**config.mk**
```make
export PLATFORM = sky130hd
export DESIGN_NAME = exec_divider
export DESIGN_NICKNAME = d
export VERILOG_FILES = /design/src/rtl/exec_divider_pkg.sv /design/src/rtl/div_step.sv /design/src/rtl/exec_divider.sv
export SDC_FILE = /design/constraint.sdc
export NUM_CORES = 1
export LEC_CHECK = 0
export ABC_CLOCK_PERIOD_IN_PS = 7600
export CAP_MARGIN = 20
export CORE_ASPECT_RATIO = 2
export CORE_MARGIN = 2
export CORE_UTILIZATION = 27
export CTS_BUF_LIST = sky130_fd_sc_hd__clkbuf_8
export DETAILED_ROUTE_END_ITERATION = 8
export DONT_BUFFER_PORTS = 1
export SLEW_MARGIN = 0
export SYNTH_ARGS = -nofsm -noshare
export SYNTH_HDL_FRONTEND = slang
export SYNTH_SLANG_ARGS = --single-unit
```
**constraint.sdc**
```tcl
create_clock -name clock -period 7.6 [get_ports clock]
set_input_delay 0.76 -clock clock [delete_from_list [all_inputs] [get_ports clock]]
set_output_delay 0.76 -clock clock [all_outputs]
set_load 0.01 [all_outputs]
```
**src/rtl/exec_divider_pkg.sv**
```systemverilog
// Shared types for the iterative execution-unit divider.
package exec_divider_pkg;

  // Divider control states
  typedef enum logic [1:0] {
    IDLE = 2'd0,
    RUN  = 2'd1,
    DONE = 2'd2
  } div_state_t;

endpackage : exec_divider_pkg

```
**src/rtl/div_step.sv**
```systemverilog
// One restoring shift/subtract division step on unsigned magnitudes.
module div_step #(
  parameter int unsigned WIDTH = 32
) (
  input  logic [WIDTH-1:0] rem_in,
  input  logic [WIDTH-1:0] quo_in,
  input  logic [WIDTH-1:0] divisor,
  output logic [WIDTH-1:0] rem_out,
  output logic [WIDTH-1:0] quo_out
);

  logic [WIDTH:0] partial;
  logic [WIDTH:0] diff;

  // Shift next dividend bit into the partial remainder, subtract if it fits
  always_comb begin
    partial = {rem_in, quo_in[WIDTH-1]};
    diff    = partial - {1'b0, divisor};
    if (!diff[WIDTH]) begin
      rem_out = diff[WIDTH-1:0];
      quo_out = {quo_in[WIDTH-2:0], 1'b1};
    end else begin
      rem_out = partial[WIDTH-1:0];
      quo_out = {quo_in[WIDTH-2:0], 1'b0};
    end
  end

endmodule : div_step

```
**src/rtl/exec_divider.sv**
```systemverilog
// Iterative signed/unsigned restoring divider, BITS_PER_CYCLE quotient bits per clock.
module exec_divider
  import exec_divider_pkg::*;
#(
  parameter int unsigned WIDTH          = 32,
  parameter int unsigned BITS_PER_CYCLE = 1
) (
  input  logic             clock,
  input  logic             reset_n,
  input  logic             in_valid,
  input  logic             is_signed,
  input  logic [WIDTH-1:0] numer,
  input  logic [WIDTH-1:0] denom,
  output logic             in_hold,
  input  logic             out_hold,
  output logic             out_valid,
  output logic [WIDTH-1:0] quotient,
  output logic [WIDTH-1:0] remainder,
  output logic             div_by_zero,
  output logic             has_overflow
);

  localparam int unsigned N     = WIDTH / BITS_PER_CYCLE;
  localparam int unsigned CNT_W = $clog2(N + 1);
  localparam logic [WIDTH-1:0] MOST_NEG = {1'b1, {(WIDTH-1){1'b0}}};

  div_state_t       state, state_nx;
  logic [CNT_W-1:0] cnt, cnt_nx;
  logic [WIDTH-1:0] rem_r, rem_nx;
  logic [WIDTH-1:0] quo_r, quo_nx;
  logic [WIDTH-1:0] dvs_r, dvs_nx;
  logic             neg_q_r, neg_q_nx;
  logic             neg_r_r, neg_r_nx;
  logic             out_valid_nx;
  logic [WIDTH-1:0] quotient_nx, remainder_nx;
  logic             div_by_zero_nx, has_overflow_nx;

  logic             numer_neg, denom_neg, overflow_case;
  logic [WIDTH-1:0] numer_mag, denom_mag;

  logic [WIDTH-1:0] rem_chain [BITS_PER_CYCLE+1];
  logic [WIDTH-1:0] quo_chain [BITS_PER_CYCLE+1];

  assign rem_chain[0] = rem_r;
  assign quo_chain[0] = quo_r;

  // Chain of restoring steps resolved within one clock
  for (genvar g = 0; g < BITS_PER_CYCLE; g++) begin : g_step
    div_step #(.WIDTH(WIDTH)) u_step (
      .rem_in  (rem_chain[g]),
      .quo_in  (quo_chain[g]),
      .divisor (dvs_r),
      .rem_out (rem_chain[g+1]),
      .quo_out (quo_chain[g+1])
    );
  end

  // Upstream must hold its operation while the unit is busy
  assign in_hold = in_valid && (state != IDLE);

  // Operand sign/magnitude split and special-case detection
  always_comb begin
    numer_neg     = is_signed & numer[WIDTH-1];
    denom_neg     = is_signed & denom[WIDTH-1];
    numer_mag     = numer_neg ? WIDTH'(-numer) : numer;
    denom_mag     = denom_neg ? WIDTH'(-denom) : denom;
    overflow_case = is_signed && (numer == MOST_NEG) && (denom == '1);
  end

  // Next-state and datapath updates
  always_comb begin
    state_nx        = state;
    cnt_nx          = cnt;
    rem_nx          = rem_r;
    quo_nx          = quo_r;
    dvs_nx          = dvs_r;
    neg_q_nx        = neg_q_r;
    neg_r_nx        = neg_r_r;
    out_valid_nx    = out_valid;
    quotient_nx     = quotient;
    remainder_nx    = remainder;
    div_by_zero_nx  = div_by_zero;
    has_overflow_nx = has_overflow;

    case (state)
      IDLE: begin
        if (in_valid) begin
          if (denom == '0) begin
            quotient_nx    = '1;
            remainder_nx   = numer;
            div_by_zero_nx = 1'b1;
            out_valid_nx   = 1'b1;
            state_nx       = DONE;
          end else if (overflow_case) begin
            quotient_nx     = numer;
            remainder_nx    = '0;
            has_overflow_nx = 1'b1;
            out_valid_nx    = 1'b1;
            state_nx        = DONE;
          end else begin
            rem_nx   = '0;
            quo_nx   = numer_mag;
            dvs_nx   = denom_mag;
            neg_q_nx = numer_neg ^ denom_neg;
            neg_r_nx = numer_neg;
            cnt_nx   = CNT_W'(N);
            state_nx = RUN;
          end
        end
      end
      RUN: begin
        rem_nx = rem_chain[BITS_PER_CYCLE];
        quo_nx = quo_chain[BITS_PER_CYCLE];
        cnt_nx = cnt - CNT_W'(1);
        if (cnt == CNT_W'(1)) begin
          quotient_nx  = neg_q_r ? WIDTH'(-quo_chain[BITS_PER_CYCLE])
                                 : quo_chain[BITS_PER_CYCLE];
          remainder_nx = neg_r_r ? WIDTH'(-rem_chain[BITS_PER_CYCLE])
                                 : rem_chain[BITS_PER_CYCLE];
          out_valid_nx = 1'b1;
          state_nx     = DONE;
        end
      end
      DONE: begin
        if (!out_hold) begin
          out_valid_nx    = 1'b0;
          div_by_zero_nx  = 1'b0;
          has_overflow_nx = 1'b0;
          state_nx        = IDLE;
        end
      end
      default: begin
        state_nx = IDLE;
      end
    endcase
  end

  // State, datapath and result registers
  always_ff @(posedge clock or negedge reset_n) begin
    if (!reset_n) begin
      state        <= IDLE;
      cnt          <= '0;
      rem_r        <= '0;
      quo_r        <= '0;
      dvs_r        <= '0;
      neg_q_r      <= 1'b0;
      neg_r_r      <= 1'b0;
      out_valid    <= 1'b0;
      quotient     <= '0;
      remainder    <= '0;
      div_by_zero  <= 1'b0;
      has_overflow <= 1'b0;
    end else begin
      state        <= state_nx;
      cnt          <= cnt_nx;
      rem_r        <= rem_nx;
      quo_r        <= quo_nx;
      dvs_r        <= dvs_nx;
      neg_q_r      <= neg_q_nx;
      neg_r_r      <= neg_r_nx;
      out_valid    <= out_valid_nx;
      quotient     <= quotient_nx;
      remainder    <= remainder_nx;
      div_by_zero  <= div_by_zero_nx;
      has_overflow <= has_overflow_nx;
    end
  end

endmodule : exec_divider

```
# ---- After elaboration in Yosys (flattened, before gate mapping)
# Cells that the tools add are included.
dict set report totals {
  latchBits 0
  elab_cells 98
  n_memories 0
  output_inout_bits 68
  mem_bits_rw 0
  mem_bits_ro 0
  reg_bits 173
  in_bits 69
}
dict set report op_classes {
  n_bitwise 5
  add_sub_neg 6
  muxes 46
  shift 0
  multipliers 0
  reduce_logical 16
  n_lt_le_gt_ge 0
  div 0
  eq_ne 13
}
# op count
set ops {}
lappend ops {{$mux W32} 19}
lappend ops {{$pmux W32 S2} 4}
lappend ops {{$neg A32 Y32} 4}
lappend ops {{$eq A32 B32 Y1 const B} 2}
lappend ops {{$sub A33 B32 Y33} 1}
lappend ops {{$logic_not A32 Y1} 1}
lappend ops {{$mux W6} 3}
lappend ops {{$reduce_and A4 Y1} 4}
lappend ops {{$ne A2 B2 Y1 const B} 7}
lappend ops {{$pmux W6 S2} 1}
lappend ops {{$mux W1} 10}
lappend ops {{$mux W2} 5}
lappend ops {{$reduce_and A5 Y1} 2}
lappend ops {{$eq A6 B1 Y1 const B} 1}
lappend ops {{$pmux W2 S3} 1}
lappend ops {{$reduce_bool A2 Y1} 3}
lappend ops {{$sub A6 B1 Y6 const B} 1}
lappend ops {{$pmux W1 S2} 2}
lappend ops {{$logic_and A1 B1 Y1} 3}
lappend ops {{$ne A3 B3 Y1 const B} 1}
lappend ops {{$pmux W1 S3} 1}
lappend ops {{$reduce_and A3 Y1} 1}
lappend ops {{$reduce_bool A3 Y1} 1}
lappend ops {{$and A1 B1 Y1} 2}
lappend ops {{other kinds (5)} 6}

# ---- Depth between registers and ports, before layout
dict set report logic_depth {
  depth_word 7
  depth_mapped 25
}

# ---- By module
# From an unflattened synthesis, not the netlist that was laid out.
dict set report hier_totals {
  cells_unflattened 1467
  hier_area_um2 13040.0
}
# mod cells_per_inst instances area_per_inst_um2
set by_module_without_submodules {}
lappend by_module_without_submodules {exec_divider 1125 1 10551.4}
lappend by_module_without_submodules {div_step 342 1 2488.6}

# ---- Worst setup path before layout
# Ideal clock, no wire load.
dict set report synth_timing {
  kind {register to register}
  from {reg quo_r[31]}
  to {reg quotient[28]}
  arrival_time_ns 4.674
  stages_incl_launch_ff 26
  t_required_ns 7.466
  path_slack_ns 2.792
  cell_sequence {dfrtp_1 -> inv_1 -> ha_1 -> inv_1 -> fa_1 -> a211oi_2 -> o211ai_1 -> a21oi_4 -> a211oi_4 -> nor3_4 -> nor2_4 -> inv_2 -> buf_6 -> buf_2 -> buf_2 -> ha_1 -> nor2b_1 -> nand2_1 -> or2_1 -> or3_1 -> or2_2 -> o21ai_1 -> xor2_1 -> nor2_1 -> a211oi_1 -> o21ai_0}
}
dict set report synth_via {
  elab_chain_cells 6
}
# element line
set synth_lines {}
lappend synth_lines {{start: declaration} exec_divider.sv:30} ;# logic [WIDTH-1:0] quo_r, quo_nx;
lappend synth_lines {{start signal: assignment} exec_divider.sv:157} ;# quo_r <= quo_nx;
lappend synth_lines {{$sub A33 B32 Y33} div_step.sv:18} ;# diff = partial - {1'b0, divisor};
lappend synth_lines {{$mux W1} div_step.sv:19} ;# if (!diff[WIDTH]) begin
lappend synth_lines {{$neg A32 Y32} exec_divider.sv:116} ;# quotient_nx = neg_q_r ? WIDTH'(-quo_chain[BITS_PER_CYCLE])
lappend synth_lines {{$mux W32} exec_divider.sv:116}
lappend synth_lines {{$mux W32} exec_divider.sv:115} ;# if (cnt == CNT_W'(1)) begin
lappend synth_lines {{$pmux W32 S2} exec_divider.sv:85} ;# case (state)
lappend synth_lines {{end signal: assignment} exec_divider.sv:162} ;# quotient <= quotient_nx;
lappend synth_lines {{end: declaration} exec_divider.sv:17} ;# output logic [WIDTH-1:0] quotient,
# No other way between the ends. The select of a mux whose other input is x is not followed.
# A chain may end at the register's enable or synchronous reset.

# ---- Final worst setup path
# Same ends and word-level chain as after synthesis.

==> flow_summary.json <==
{
  "wl_per_cell_um": 20.97,
  "critical_path_buf_inv_count": 3,
  "drive_gt1_share_pct": 6.879,
  "drv_cap": 0,
  "cp_top_family": "simple AND/OR/NAND/NOR gates",
  "grt_pass1_wl_um": 71960,
  "use_met1_pct": 17.43,
  "grt-ovfl-total": 0,
  "critPathLaunch": "quo_r[31]$_DFFE_PN0P_",
  "syn_nets": 1758,
  "synthesis.instances": 1649,
  "fin_ws_ps": 2165,
  "post-place-ws_ps": 2241,
  "root_buffer": "clkbuf_8",
  "setup_viol": 0,
  "cp_num_cells": 22,
  "outcome": "completed",
  "async_reset_ff_share_pct": 100.0,
  "tightestPinTransition_ps": 1084,
  "antenna_found_initial": 1,
  "cp_cell_sequence": "inv_1, ha_1, inv_1, fa_1, a211oi_2, o211ai_1, a21oi_4, a211oi_4, nor3_4, nor2_4, inv_2, ha_1, nor2b_1, nand2_1, or2_1, or3_1, or2_2, o21ai_1, xor2_1, nor2_1, a211oi_1, o21ai_0",
  "fp.dieH_um": 316.4,
  "critical_path_class": "register to register",
  "drt_iter0_drc": 669,
  "cts_buffers": 17,
  "start_kind": "register",
  "synth_edf_count": 0,
  "postCtsSetupBuffers": 0,
  "p_leak_uw": 0.005459,
  "setup-tns-final_ps": 0,
  "nets": 1696,
  "insertion_delay_ps": 520,
  "yosys_register_bits": 173,
  "routabilityCongestion": 0.9379,
  "slew_violations": 0,
  "synthToLayoutAreaGrowth_pct": 7.314,
  "core_um2": 48210,
  "relSlewSlack_pct": 27.08,
  "top_usage_layer": "met2",
  "cp.arrival_ps": 5810,
  "synth-seq-area-share_pct": 32.87,
  "vdd_drop_max_mv": 0.1847,
  "worstPathRequired_ps": 7980,
  "synth-main-ff-cell": "dfrtp_1",
  "grt_use_met3_pct": 5.311,
  "die_w_um": 160.2,
  "cts_buffer_depth": 2,
  "crit_path_end_kind": "register",
  "cts.clk_slew.worst_paths_ps": 100,
  "clkSinkCount": 173,
  "slowest_stage": "nor3_4",
  "dpl.hpwl_um": 36680,
  "ant_nets": 0,
  "rr_worst_depth": 22,
  "cts_tree": "yes",
  "met2_usage_pct": 34.07,
  "start_util_pct": 27.32,
  "synth_area_um2": 13170,
  "wirelength_um": 46930,
  "ys_warn_count": 0,
  "ios": 137,
  "yosys.area.top_type": "dfrtp_1",
  "post-route-drc-count": 0,
  "ys_top_cells_by_area": "dfrtp_1 33%, o21ai_0 6.1%, nand2_1 5.8%",
  "synth_cell_types": 97,
  "min_period_ps": 5435,
  "skew_ps": 21.31,
  "synth_top_cell_area_share_pct": 32.87,
  "dieArea_um2": 50670,
  "dr_total_vias": 12150,
  "vias_per_cell": 5.429,
  "drt_first_pass_iters": 6,
  "grt_pass1_vias": 12300,
  "cts_htree_levels": 4,
  "io_buffers": 0,
  "rr_startpoint": "quo_r[31]$_DFFE_PN0P_",
  "rows": 114,
  "finalHoldViolCount": 0,
  "pwr_density_cell_nw_per_um2": 528.1,
  "avgSynthCellArea_um2": 7.987,
  "critPathMaxStageDelay_ps": 620,
  "grtUsageTotal_pct": 18.45,
  "r2r_slack_ps": 2170,
  "rsz0062_at_grt": "false",
  "fin_crit_sh_pct": 71.51,
  "max_freq_ghz": 0.1840,
  "grt_max_degree": 174,
  "path_max_fanout": 16,
  "min_path_type": "input pin to asynchronous set/reset pin"
}
report_power, final:
part | leakage, uW | internal, uW | switching [uW]
sequential | 0.00212 | 1350 | 585
clock | 0.000211 | 336 | 398
combinational | 0.00313 | 1730 | 3070
total | 0.00546 | 3410 | 4060
metrics by stage:
stage          hold WS (ps)  area, um2  util (%)  std cells  power [uW]
2_1_floorplan         464.4      13170         -       1649        5424
3_3_place_gp          477.1      13670     28.36       2204        6597
3_5_place_dp          476.0      13680     28.37       2205        6685
4_1_cts               328.1      14130     29.31       2237        7455
5_1_grt               326.3      14130     29.32       2238        8084
6_report              259.5      14130     29.32       2238        7465
path summary, 6_finish.rpt:
check,end
max in group asynchronous,quotient[15]$_DFFE_PN0P_
worst max register to register,quotient[28]$_DFFE_PN0P_
worst max-delay path,quotient[28]$_DFFE_PN0P_
worst min register to register,cnt[1]$_DFFE_PN0P_
worst min-delay path,quotient[25]$_DFFE_PN0P_
min in group clock,dvs_r[1]$_DFFE_PN0P_
placed cells by master, fill, tap and decap left out, types with 10 or more instances in the layout:
cell type,instances
or2_2,11
o21ai_1,24
and2_1,10
nand4_1,18
o31ai_1,28
nor2_1,157
a211oi_1,12
dfrtp_1,173
o41ai_1,11
nor3_1,43
nor4_1,19
nor2b_1,10
inv_1,59
xor2_1,62
clkbuf_8,17
a221oi_1,17
and3_1,14
xnor2_1,69
a21oi_1,144
nand3_1,24
buf_4,14
o21ai_0,161
ha_1,39
or3_1,22
a31oi_1,12
mux2i_1,27
o22ai_1,13
nand2_1,202
layout make-up:
type | instances | area, um2
Fill cell | 5320 | 34080
Multi-Input combinational cell | 1319 | 8214
Sequential cell | 173 | 4329
Tap cell | 638 | 798.3
Clock buffer | 17 | 234.0
Inverter | 60 | 225.2
Clock inverter | 14 | 193.9
Timing Repair Buffer | 16 | 137.6
Antenna cell | 1 | 2.502
cells by family (layout without fill, tap and decap cells):
group           Yosys count  count (layout)  share of synthesized area, %
compound gates          523             523                         25.48
xor+xnor                131             131                         8.711
fa+ha+maj                40              40                         3.857
buf+inv                 157             107                         4.997
flops                   173             173                         32.87
mux                      32              32                         2.479
other cells               0               1                             0
simple gates            593             593                         21.61
layer usage:
metal | vias up | part of all wire (%)
met4 | 0 | 7.3
met2 | 416 | 52
met5 | - | 0
met1 | 5789 | 34
met3 | 150 | 7.4
li1 | 5796 | -
cells in the mapped netlist, types with 5 or more instances:
cell type,count
nand2_1,204
dfrtp_1,173
o21ai_0,161
nor2_1,157
a21oi_1,145
xnor2_1,69
xor2_1,62
clkbuf_1,60
inv_1,59
nor3_1,43
ha_1,39
o31ai_1,28
mux2i_1,27
nand3_1,24
o21ai_1,24
buf_2,22
or3_1,22
nor4_1,19
nand4_1,18
a221oi_1,17
and3_1,15
o22ai_1,13
a211oi_1,12
a31oi_1,12
nor2b_1,11
o41ai_1,11
or2_2,10
a21o_1,9
and2_1,9
nand2b_1,9
nand3b_1,9
o211ai_1,9
buf_4,7
o21a_1,7
or4_1,7
a2111oi_0,6
buf_1,6
nor3b_1,6
o311ai_0,6
a21boi_0,5
mux2_2,5
or2_1,5
flip-flops by register name, summed over array words and instances, names as in the netlist, 2 cells and up:
| register | cells |
|---|---|
| cnt | 6 |
| dvs_r | 32 |
| state | 2 |
| quo_r | 32 |
| rem_r | 32 |
| remainder | 32 |
| quotient | 32 |
what timing repair did:
item | CTS | global route
gates resized for setup | 0 | 0
hold endpoints to repair | 173 | 0
hold buffers | 1 | 0
No activity file was read; power rests on OpenSTA's default activity.
